--- config.mk ---
export PLATFORM = sky130hd
export DESIGN_NAME = scarv_cop_mem_arb
export DESIGN_NICKNAME = d
export VERILOG_FILES = /design/src/rtl/scarv_cop_mem_arb_pkg.sv /design/src/rtl/scarv_cop_mem_arb_sel.sv /design/src/rtl/scarv_cop_mem_arb.sv
export SDC_FILE = /design/constraint.sdc
export NUM_CORES = 1
export LEC_CHECK = 0
export CORE_AREA = 10 10 119 121
export CTS_CLUSTER_DIAMETER = 200
export DETAILED_ROUTE_END_ITERATION = 7
export DIE_AREA = 0 0 129 131
export DONT_BUFFER_PORTS = 1
export HOLD_SLACK_MARGIN = 0.08
export PLACE_DENSITY = 0.37
export SETUP_SLACK_MARGIN = 0.02
export SYNTH_ARGS = -nofsm -noshare
export SYNTH_HDL_FRONTEND = slang
export SYNTH_SLANG_ARGS = --single-unit
--- constraint.sdc ---
create_clock -name g_clk -period 2.8 [get_ports g_clk]
set_clock_uncertainty 0.05 [all_clocks]
set_input_delay 0.42 -clock g_clk [delete_from_list [all_inputs] [get_ports g_clk]]
set_output_delay 0.42 -clock g_clk [all_outputs]
set_load 0.05 [all_outputs]
--- src/rtl/scarv_cop_mem_arb_pkg.sv ---
// Shared owner encodings, arbitration modes and request bundle for the
// CPU/COP memory port arbiter.
package scarv_cop_mem_arb_pkg;

   localparam logic [1:0] ARB_OWN_NONE = 2'd0;
   localparam logic [1:0] ARB_OWN_CPU  = 2'd1;
   localparam logic [1:0] ARB_OWN_COP  = 2'd2;

   localparam int ARB_MODE_RR    = 0;
   localparam int ARB_MODE_FIXED = 1;

   typedef struct packed {
      logic        wen;
      logic [31:0] addr;
      logic [31:0] wdata;
      logic [3:0]  ben;
   } mem_req_t;

   function automatic mem_req_t make_req(input logic        wen,
                                         input logic [31:0] addr,
                                         input logic [31:0] wdata,
                                         input logic [3:0]  ben);
      mem_req_t r;
      r.wen   = wen;
      r.addr  = addr;
      r.wdata = wdata;
      r.ben   = ben;
      return r;
   endfunction

endpackage

--- src/rtl/scarv_cop_mem_arb_sel.sv ---
// Combinational winner select between the CPU and COP requesters.
module scarv_cop_mem_arb_sel
   import scarv_cop_mem_arb_pkg::*;
#(
   parameter int ARB_MODE = ARB_MODE_RR
) (
   input  logic       i_cpu_cen,
   input  logic       i_cop_cen,
   input  logic [1:0] i_rr_last,
   output logic [1:0] o_winner
);

   // NOTE: o_winner gets a default first so no path through this block can infer a latch.
   always_comb begin
      o_winner = ARB_OWN_NONE;
      if (i_cpu_cen && i_cop_cen) begin
         if (ARB_MODE == ARB_MODE_FIXED) begin
            o_winner = ARB_OWN_COP;
         end else begin
            o_winner = (i_rr_last == ARB_OWN_CPU) ? ARB_OWN_COP : ARB_OWN_CPU;
         end
      end else if (i_cpu_cen) begin
         o_winner = ARB_OWN_CPU;
      end else if (i_cop_cen) begin
         o_winner = ARB_OWN_COP;
      end
   end

endmodule

--- src/rtl/scarv_cop_mem_arb.sv ---
// Shares one SoC memory port between the core data port and the coprocessor
// load/store port; responses are routed combinationally through the owner register.
module scarv_cop_mem_arb
   import scarv_cop_mem_arb_pkg::*;
#(
   parameter int ARB_MODE = ARB_MODE_RR,
   parameter int CNT_W    = 16
) (
   input  logic             g_clk,
   input  logic             g_resetn,

   input  logic             cpu_cen,
   input  logic             cpu_wen,
   input  logic [31:0]      cpu_addr,
   input  logic [31:0]      cpu_wdata,
   input  logic [3:0]       cpu_ben,
   output logic [31:0]      cpu_rdata,
   output logic             cpu_stall,
   output logic             cpu_error,

   input  logic             cop_cen,
   input  logic             cop_wen,
   input  logic [31:0]      cop_addr,
   input  logic [31:0]      cop_wdata,
   input  logic [3:0]       cop_ben,
   output logic [31:0]      cop_rdata,
   output logic             cop_stall,
   output logic             cop_error,

   output logic             mem_cen,
   output logic             mem_wen,
   output logic [31:0]      mem_addr,
   output logic [31:0]      mem_wdata,
   output logic [3:0]       mem_ben,
   input  logic [31:0]      mem_rdata,
   input  logic             mem_stall,
   input  logic             mem_error,

   output logic [CNT_W-1:0] arb_conflicts
);

   logic [1:0]       r_owner;
   logic [1:0]       r_rr_last;
   logic [CNT_W-1:0] r_conflicts;

   logic       w_issue_window;
   logic [1:0] w_sel_winner;
   logic [1:0] w_winner;
   logic       w_conflict;
   logic       w_cpu_owns;
   logic       w_cop_owns;
   mem_req_t   w_cpu_req;
   mem_req_t   w_cop_req;
   mem_req_t   w_mem_req;

   scarv_cop_mem_arb_sel #(
      .ARB_MODE (ARB_MODE)
   ) u_sel (
      .i_cpu_cen (cpu_cen),
      .i_cop_cen (cop_cen),
      .i_rr_last (r_rr_last),
      .o_winner  (w_sel_winner)
   );

   // Nothing is issued while reset is held, so the port is quiet even if a
   // requester keeps cen asserted across an asynchronous reset.
   assign w_issue_window = g_resetn && ((r_owner == ARB_OWN_NONE) || !mem_stall);
   assign w_winner       = w_issue_window ? w_sel_winner : ARB_OWN_NONE;

   assign w_cpu_req = make_req(cpu_wen, cpu_addr, cpu_wdata, cpu_ben);
   assign w_cop_req = make_req(cop_wen, cop_addr, cop_wdata, cop_ben);

   always_comb begin
      w_mem_req = '0;
      case (w_winner)
         ARB_OWN_CPU: w_mem_req = w_cpu_req;
         ARB_OWN_COP: w_mem_req = w_cop_req;
         default:     w_mem_req = '0;
      endcase
   end

   assign mem_cen   = (w_winner != ARB_OWN_NONE);
   assign mem_wen   = w_mem_req.wen;
   assign mem_addr  = w_mem_req.addr;
   assign mem_wdata = w_mem_req.wdata;
   assign mem_ben   = w_mem_req.ben;

   assign w_cpu_owns = (r_owner == ARB_OWN_CPU);
   assign w_cop_owns = (r_owner == ARB_OWN_COP);

   assign cpu_stall = w_cpu_owns ? mem_stall : 1'b1;
   assign cop_stall = w_cop_owns ? mem_stall : 1'b1;
   assign cpu_rdata = (w_cpu_owns && !mem_stall) ? mem_rdata : 32'h0;
   assign cop_rdata = (w_cop_owns && !mem_stall) ? mem_rdata : 32'h0;
   assign cpu_error = w_cpu_owns && !mem_stall && mem_error;
   assign cop_error = w_cop_owns && !mem_stall && mem_error;

   // Counts at most once per cycle, even when both requesters are waiting.
   assign w_conflict = (cpu_cen && (w_winner != ARB_OWN_CPU)) ||
                       (cop_cen && (w_winner != ARB_OWN_COP));

   // NOTE: state registers use non-blocking assignments so every flop samples pre-edge values.
   always_ff @(posedge g_clk or negedge g_resetn) begin
      if (!g_resetn) begin
         r_owner     <= ARB_OWN_NONE;
         r_rr_last   <= ARB_OWN_COP;
         r_conflicts <= '0;
      end else begin
         if (w_issue_window) begin
            r_owner <= w_winner;
            if (w_winner != ARB_OWN_NONE) begin
               r_rr_last <= w_winner;
            end
         end
         if (w_conflict && (r_conflicts != {CNT_W{1'b1}})) begin
            r_conflicts <= r_conflicts + 1'b1;
         end
      end
   end

   assign arb_conflicts = r_conflicts;

endmodule

**After elaboration in Yosys (flattened, before gate mapping)**

Index checks and enable logic that the tools add are counted.

- Register bits: 20
- Latch bits: 0
- Bits in writable memories: 0
- Bits in read-only memories: 0
- Input bits: 176
- Output and inout bits: 154
- Logic and storage cells: 37
- Memories: 0

- Add/subtract/negate cells: 1
- $mul: 0
- Div/mod/pow operators: 0
- Order comparisons: 0
- Equal/unequal tests: 8
- Shift operators: 0
- Muxes and demuxes: 10
- Bitwise logic cells: 0
- Reduce and logical (&&, ||, !) cells: 15

Operators with widths:

| kind | count |
|---|---|
| 69-bit case mux with 2 select lines | 1 |
| 32-bit two-way mux | 2 |
| 16-bit by 1-bit adder with 16-bit output (second input constant) | 1 |
| 16-bit inequality test (second input constant) | 1 |
| 2-bit two-way mux | 5 |
| 1-bit logical AND | 9 |
| 2-bit by 1-bit == test with 1-bit output (second input constant) | 3 |
| 2-bit == test (second input constant) | 2 |
| 2-bit zero test | 1 |
| 1-bit logical OR | 2 |
| 1-bit two-way mux | 2 |
| 2-bit by 1-bit inequality test with 1-bit output (second input constant) | 1 |
| 2-bit inequality test (second input constant) | 1 |
| 2-bit AND reduction | 1 |
| 2-bit nonzero test | 1 |
| 1-bit zero test | 1 |

**Longest topological paths before layout**

Gate-level depths: netlist of the first run.

- Depth after elaboration: 8
- Depth in mapped cells: 10
- Depth with buffers taken out: 9

**Modules after synthesis**

Synthesis of the first run repeated with hierarchy kept, for this count alone.

- Cell total of the unflattened synthesis: 338
- Area total of the unflattened synthesis: 2,580.0 µm²

Modules (own cells, without submodules):

| module | times used | cells an instance | area each (µm²) | sequential area each (µm²) |
|---|---|---|---|---|
| scarv_cop_mem_arb | 1 | 334 | 2,549.9 | 501.7 |
| scarv_cop_mem_arb_sel | 1 | 4 | 30.0 | 0.0 |

**Worst setup path after synthesis of the first run**

Ideal clock, no wire load.

- Path kind: reg-to-output
- Start point: reg r_owner[1]
- End point: out mem_addr[10]
- Arrival: 2.604 ns
- Data required time: 2.330 ns
- Setup slack: -0.274 ns
- Cell stages (with the launch flop): 10
- Path buffers: 3
- Cell sequence: dfrtp_1 -> o21ai_0 -> nand2_1 -> nor2_1 -> ha_1 -> clkbuf_1 -> buf_2 -> buf_1 -> a22oi_1 -> nor2b_1

- Cells in the longest elaborated chain, start to end: 6
- Elaborated cells between the ends (all ways): 7
- Those cells by class: 2 x eq/ne; 2 x mux; 3 x reduce/logical

RTL lines:

| what | line | RTL |
|---|---|---|
| from (decl) | scarv_cop_mem_arb.sv:42 | `logic [1:0] r_owner;` |
| from (signal assigned) | scarv_cop_mem_arb.sv:110 | `r_owner <= w_winner;` |
| 2-bit zero test (*) | scarv_cop_mem_arb.sv:67 | `assign w_issue_window = g_resetn && ((r_owner == ARB_OWN_NONE) \|\| !mem_stall);` |
| 1-bit logical OR (*) | scarv_cop_mem_arb.sv:67 |  |
| 1-bit logical AND (*) | scarv_cop_mem_arb.sv:67 |  |
| 2-bit two-way mux (*) | scarv_cop_mem_arb.sv:68 | `assign w_winner = w_issue_window ? w_sel_winner : ARB_OWN_NONE;` |
| via w_winner[0] | scarv_cop_mem_arb.sv:48 | `logic [1:0] w_winner;` |
| 2-bit == test / 2-bit by 1-bit == test with 1-bit output (equally long branches) | scarv_cop_mem_arb.sv:75 | `case (w_winner)` |
| 69-bit case mux with 2 select lines (*) | scarv_cop_mem_arb.sv:75 |  |
| to (decl) | scarv_cop_mem_arb.sv:32 | `output logic [31:0] mem_addr,` |

The timed path passes the listed nets; every way through them passes the cells marked *.

**Worst setup path after layout of the first run**

- Start point: reg r_owner[0]
- End point: out mem_wdata[8]

- Cells in the longest elaborated chain, start to end: 6
- Elaborated cells between the ends (all ways): 7
- Those cells by class: 2 x eq/ne; 2 x mux; 3 x reduce/logical

RTL lines:

| what | line | RTL |
|---|---|---|
| 2-bit zero test (*) | scarv_cop_mem_arb.sv:67 |  |
| 1-bit logical OR (*) | scarv_cop_mem_arb.sv:67 |  |
| 1-bit logical AND (*) | scarv_cop_mem_arb.sv:67 |  |
| 2-bit two-way mux (*) | scarv_cop_mem_arb.sv:68 |  |
| via w_winner[0] | scarv_cop_mem_arb.sv:48 |  |
| 2-bit == test / 2-bit by 1-bit == test with 1-bit output (equally long branches) | scarv_cop_mem_arb.sv:75 |  |
| 69-bit case mux with 2 select lines (*) | scarv_cop_mem_arb.sv:75 |  |
| to (decl) | scarv_cop_mem_arb.sv:33 | `output logic [31:0] mem_wdata,` |

Marks and branches as above.

==> out/results.ini, run 1 <==
[floorplanning]
coreArea_um2 = 11800
die_y_um = 131
num_rows = 40
initial_utilization = 0.217
ioPinCount = 330
die_w_um = 129
dieArea_um2 = 16900

[power]
p_per_area_nw_per_um2 = 662
leakage_nw = 1.64
ir_drop_mv = 0.367

[yosys]
syn_inst = 336
ys_seq_area_frac = 0.195
synth_warnings = 0
synth_area_per_cell_um2 = 7.64
yosysUniqueCellTypes = 33
syn_nets = 516
ys_ff_latch = 20
syn_area_um2 = 2570

[worst_setup_path]
worstReg2RegEnd = arb_conflicts[12]$_DFFE_PN0P_
cp.required_ns = 2.33
crit-reg2reg-launch = r_owner[0]$_DFFE_PN0P_
ff2ff_setup_slack_ns = 0.21
endpoint_kind = output port
r2r_cells = 10
arrival_ns = 2.23
startpoint_type = register
cp_max_fo = 32
critPathKind = register to output port

[global_route]
grt_overflow = 0
grt_pass1_vias = 3040
grt_max_degree = 70
antenna_found_initial = 0
grt_pass1_wl_um = 19600
track_usage = 0.150

[cts]
clockRootBuffer = clkbuf_16
cts_htree_levels = 1
clockBufferDepth = 2
cts_tree = done
cts_made_buffers = 3
clk_latency_ns = 0.26
clkTransAtPathRegs_ns = 0.05
clock-sinks = 20

[cells_and_area]
finalNonFillerCells = 552
antenna_cells = 0
fin_nets = 586
fin_area_um2 = 4520
multi_input_area_um2 = 2170
drive_gt1_frac = 0.454
synthToLayoutAreaGrowth_pct = 76.0
fillers = 1117
seq_area_um2 = 502

[sta]
worst_slew_pin_slew_ns = 0.967
hold_ws_ns = 0.310
hold_violations = 0
rsz0062_at_grt = yes
setup_viol = 0
max_freq_ghz = 0.371
final_max_slew_viol_count = 0
slew_headroom = 0.353
period_minus_slack_ns = 2.70
fin_tns_setup_ns = 0
period_share = 0.963
setup_ws_ns = 0.105

[placement]
gp_congestion = 0.811
place_hpwl_um = 12500
dp.cells = 543
place_ws_ns = -0.0474
place_area_um2 = 4280
portBuffers = 0

[hold_path]
hold_class = input port to register
hp-start = g_resetn
whs_path_depth = 2
min_to = r_owner[1]$_DFFE_PN0P_

[detailed_routing]
via_per_inst = 5.14
routed_wl_um = 14400
first_iter_violations = 153
post_drt_wl_per_cell_um = 26.1
vias = 2839
antenna_left = 0
first_pass_iters = 4
post-route-drc-count = 0

[flow_run]
drv_cap = 0

[run_status]
status = completed

-- flip-flops by register name, indices dropped and copies added, names as in the netlist --
signal / count
arb_conflicts: 16
r_rr_last: 2
r_owner: 2
-- Yosys cell counts --
| master | n | share of area |
|---|---|---|
| inv_1 | 7 | 0.010 |
| dfrtp_1 | 19 | 0.19 |
| nor3b_1 | 3 | 0.0088 |
| mux2_4 | 1 | 0.0058 |
| dfstp_2 | 1 | 0.010 |
| buf_1 | 2 | 0.0029 |
| ha_1 | 4 | 0.019 |
| nor4_4 | 2 | 0.017 |
| nor3_1 | 6 | 0.012 |
| buf_2 | 2 | 0.0039 |
| mux2_2 | 2 | 0.0088 |
| nor2_2 | 1 | 0.0024 |
| o21bai_1 | 1 | 0.0029 |
| nor2b_1 | 71 | 0.17 |
| clkbuf_1 | 25 | 0.037 |
| o21ai_0 | 3 | 0.0058 |
| nand3_2 | 1 | 0.0039 |
| nand2_1 | 9 | 0.013 |
| nand3_1 | 5 | 0.0097 |
| nor4b_1 | 1 | 0.0034 |
| nor4_1 | 6 | 0.015 |
| a21oi_1 | 1 | 0.0019 |
| a22oi_1 | 69 | 0.20 |
| nand2b_1 | 1 | 0.0024 |
| xnor2_1 | 1 | 0.0034 |
| and4_1 | 2 | 0.0068 |
| o21ai_1 | 1 | 0.0019 |
| a21o_1 | 1 | 0.0029 |
| nor2_1 | 3 | 0.0044 |
| nand4_4 | 1 | 0.0083 |
| nand4_1 | 4 | 0.0097 |
| and2_1 | 67 | 0.16 |
| xor2_1 | 13 | 0.044 |
-- routing by layer --
metal | global-route usage | wire length, um
met1 | 0.175 | 5310
met2 | 0.263 | 7470
met3 | 0.0568 | 1560
met4 | 0.0187 | 72
met5 | 0 | 0
-- metrics by stage --
step	power, mW	util
floorplan	1.98	-
global placement	2.54	0.363
detailed placement	2.56	0.363
CTS	2.99	0.378
global route	3.14	0.383
finish	2.99	0.383
-- worst max-delay path by stage --
stage | from | to | cells past startpoint
floorplan | r_owner[1]$_DFFE_PN0P_ | mem_addr[10] | 9
global placement | r_owner[1]$_DFFE_PN0P_ | mem_wdata[15] | 10
detailed placement | r_owner[1]$_DFFE_PN0P_ | mem_wdata[15] | 10
CTS | r_rr_last[1]$_DFFE_PN1P_ | mem_wdata[13] | 10
global route | r_owner[0]$_DFFE_PN0P_ | arb_conflicts[12]$_DFFE_PN0P_ | 10
finish | r_owner[0]$_DFFE_PN0P_ | mem_wdata[8] | 10
-- worst max-delay path: stages (launching register included) --
cell,delay [ns]
dfrtp_1,0.41
o21ai_2,0.23
nand2_2,0.12
nor2_4,0.12
inv_1,0.07
ha_2,0.22
buf_12,0.17
buf_4,0.18
a22oi_1,0.19
nor2b_2,0.09
buf_12,0.15
-- what timing repair did --
item,CTS,global route
hold buffers,1,0
gates cloned,1,0
buffers inserted,1,2
resized for setup,7,10
pin swaps,3,3
endpoints found under the setup margin,69,75
hold endpoints to repair,20,0
-- area by class of cell --
class / count / share of cell area
repair buffers: 94 / 0.340
clock inverters: 1 / 0.00664
flip-flops and latches: 20 / 0.111
multi-input cells: 280 / 0.479
inverters: 7 / 0.00581
clock buffers: 3 / 0.0166
well taps: 147 / 0.0407
-- cells in the final DEF (no fill, tap or decap), types with 7 or more instances in the layout --
master   instances
and2_1          67
a22oi_1         64
buf_12          64
nor2b_2         60
buf_4           27
dfrtp_1         19
xor2_1          13
nor2b_1         10
nand2_1          8
inv_1            7
-- power breakdown --
group,internal (mW),switching [mW],leakage [nW]
logic,0.678,1.30,1.35
clock network,0.284,0.111,0.0511
registers,0.395,0.224,0.240
-- cell families after synthesis --
family                   count (synthesis)  share of synthesized area
AO/OA/AOI/OAI                           76                      0.217
XOR/XNOR                                14                     0.0477
adder cells (fa/ha/maj)                  4                     0.0195
buffers and inverters                   36                     0.0536
flip-flops                              20                      0.195
multiplexers                             3                     0.0146
AND/OR/NAND/NOR                        183                      0.452
(Power assumes the default switching activity.)
==> inputs of run 2 (changes only) <==
--- a/config.mk
+++ b/config.mk
@@ -5,6 +5,7 @@
 export SDC_FILE = /design/constraint.sdc
 export NUM_CORES = 1
 export LEC_CHECK = 0
+export CAP_MARGIN = 20
 export CORE_AREA = 10 10 119 121
 export CTS_CLUSTER_DIAMETER = 200
 export DETAILED_ROUTE_END_ITERATION = 7
==> results of run 2 <==
The final DEF is identical to that of run 1; final timing and power are the same.
==> inputs of run 3 (changes only) <==
--- a/config.mk
+++ b/config.mk
@@ -12,7 +12,7 @@
 export DIE_AREA = 0 0 129 131
 export DONT_BUFFER_PORTS = 1
 export HOLD_SLACK_MARGIN = 0.08
-export PLACE_DENSITY = 0.37
+export PLACE_DENSITY = 0.44
 export SETUP_SLACK_MARGIN = 0.02
 export SYNTH_ARGS = -nofsm -noshare
 export SYNTH_HDL_FRONTEND = slang
==> out/results.ini, run 3 (synthesized netlist as in run 1, its figures left out) <==
[detailed_routing]
first_pass_iters = 4  ; unchanged
post-route-drc-count = 0  ; unchanged
vias = 2859  ; +0.70%
via_per_inst = 5.23  ; +1.6%
routed_wl_um = 13300  ; -8.0%
first_iter_violations = 198  ; +29%
antenna_left = 0  ; unchanged
post_drt_wl_per_cell_um = 24.2  ; -7.2%

[worst_setup_path]
arrival_ns = 2.22  ; about the same
cp_max_fo = 35  ; +9.4%
cp.required_ns = 2.33  ; about the same
crit-reg2reg-launch = r_owner[0]$_DFFE_PN0P_
critPathKind = register to output port
endpoint_kind = output port
startpoint = r_owner[0]$_DFFE_PN0P_
ff2ff_setup_slack_ns = 0.41  ; +0.20 ns
startpoint_type = register

[global_route]
grt_overflow = 0  ; unchanged
antenna_found_initial = 0  ; unchanged
grt_pass1_wl_um = 17800  ; -9.2%
track_usage = 0.134  ; -0.0162
grt_pass1_vias = 2827  ; -7.0%
grt_max_degree = 45  ; -36%

[power]
p_total_mw = 2.87  ; -4.1%
leakage_nw = 1.60  ; -2.1%
p_per_area_nw_per_um2 = 638  ; -3.5%
ir_drop_mv = 0.231  ; -37%

[cells_and_area]
final_cell_mix = and2_1, buf_12, a22oi_1, nor2b_2, dfrtp_1
final_common_cell = and2_1
largest_reg_flops = 16  ; unchanged
fin_area_um2 = 4500  ; -0.53%
synthToLayoutAreaGrowth_pct = 75.1
drive_gt1_frac = 0.450  ; -0.00432
fillers = 1127  ; +0.90%
finalNonFillerCells = 547  ; -0.91%
antenna_cells = 0  ; unchanged
fin_nets = 581  ; -0.85%

[cts]
clkTransAtPathRegs_ns = 0.05  ; about the same
cts_made_buffers = 3  ; unchanged
clockRootBuffer = clkbuf_16
clock-sinks = 20  ; unchanged
cts_tree = done
cts_htree_levels = 1  ; unchanged
clockBufferDepth = 2  ; unchanged
clk_latency_ns = 0.25  ; about the same

[placement]
place_ws_ns = 0.116  ; +0.164 ns
gp_congestion = 0.771  ; -4.9%
place_hpwl_um = 11700  ; -6.3%
place_area_um2 = 4270  ; -0.35%
dp.cells = 541  ; -0.37%
portBuffers = 0  ; unchanged

[sta]
period_minus_slack_ns = 2.69  ; -0.00129 ns
final_max_slew_viol_count = 0  ; unchanged
worst_slew_pin_slew_ns = 0.939  ; -0.0281 ns
period_share = 0.962  ; about the same
slew_headroom = 0.372  ; +0.0188
rsz0062_at_grt = yes
hold_violations = 0  ; unchanged
max_freq_ghz = 0.371  ; about the same
setup_viol = 0  ; unchanged
setup_ws_ns = 0.106  ; +0.00129 ns

[hold_path]
hp-start = g_resetn
hold_class = input port to register

[floorplanning]
die_y_um = 131  ; unchanged
coreArea_um2 = 11800  ; unchanged
ioPinCount = 330  ; unchanged
num_rows = 40  ; unchanged
die_w_um = 129  ; unchanged
dieArea_um2 = 16900  ; unchanged
initial_utilization = 0.217  ; unchanged

[flow_run]
drv_cap = 0  ; unchanged

[run_status]
status = completed

run 3: area by class of cell:
type                            count  area [um2]  area share
Sequential cell                    20         502       0.112
Multi-Input combinational cell    280        2190       0.487
Timing Repair Buffer               89        1520       0.337
Inverter                            7        26.3     0.00584
Clock buffer                        4        78.8      0.0175
Tap cell                          147         184      0.0409
run 3: what timing repair did:
action	in CTS	in global routing
hold buffers	1	0
pin swaps	0	1
endpoints found under the setup margin	69	69
buffers inserted	0	1
resized for setup	6	28
hold endpoints to repair	20	0
run 3: through the flow:
step	util	hold WS (ns)	TNS (ns)
3_5_place_dp	0.361	0.0752	0
3_3_place_gp	0.361	0.0751	0
2_1_floorplan	-	0.0744	-0.109
5_1_grt	0.381	0.303	-0.0284
6_report	0.381	0.299	0
4_1_cts	0.371	0.333	0
run 3: worst paths after layout:
| check | end | depth (start not counted) |
|---|---|---|
| worst max register to register | arb_conflicts[12]$_DFFE_PN0P_ | 9 |
| max in group asynchronous | arb_conflicts[4]$_DFFE_PN0P_ | 1 |
| worst max-delay path | mem_wdata[28] | 9 |
| min in group asynchronous | arb_conflicts[8]$_DFFE_PN0P_ | 1 |
| worst min register to register | r_rr_last[0]$_DFFE_PN0P_ | 2 |
| worst min-delay path | r_owner[1]$_DFFE_PN0P_ | 2 |
run 3: report_power, final:
| group | switching (mW) | internal [mW] |
|---|---|---|
| registers | 0.245 | 0.395 |
| clock network | 0.107 | 0.194 |
| logic | 1.26 | 0.673 |
| total | 1.61 | 1.26 |
run 3: critical path, cell delays in order, from the launching register on:
cell	delay [ns]
dfrtp_1	0.42
o21ai_2	0.21
nand2_1	0.13
nor2_2	0.17
inv_1	0.08
ha_2	0.24
buf_12	0.18
a22oi_1	0.28
nor2b_4	0.08
buf_12	0.16
run 3: layer usage:
| metal | vias to the layer above | global-route usage | part of all wire |
|---|---|---|---|
| li1 | 1308 | - | - |
| met2 | 218 | 0.234 | 0.52 |
| met4 | 0 | 0.0194 | 0.0066 |
| met1 | 1323 | 0.155 | 0.36 |
| met3 | 10 | 0.0508 | 0.11 |
| met5 | - | 0 | 0 |
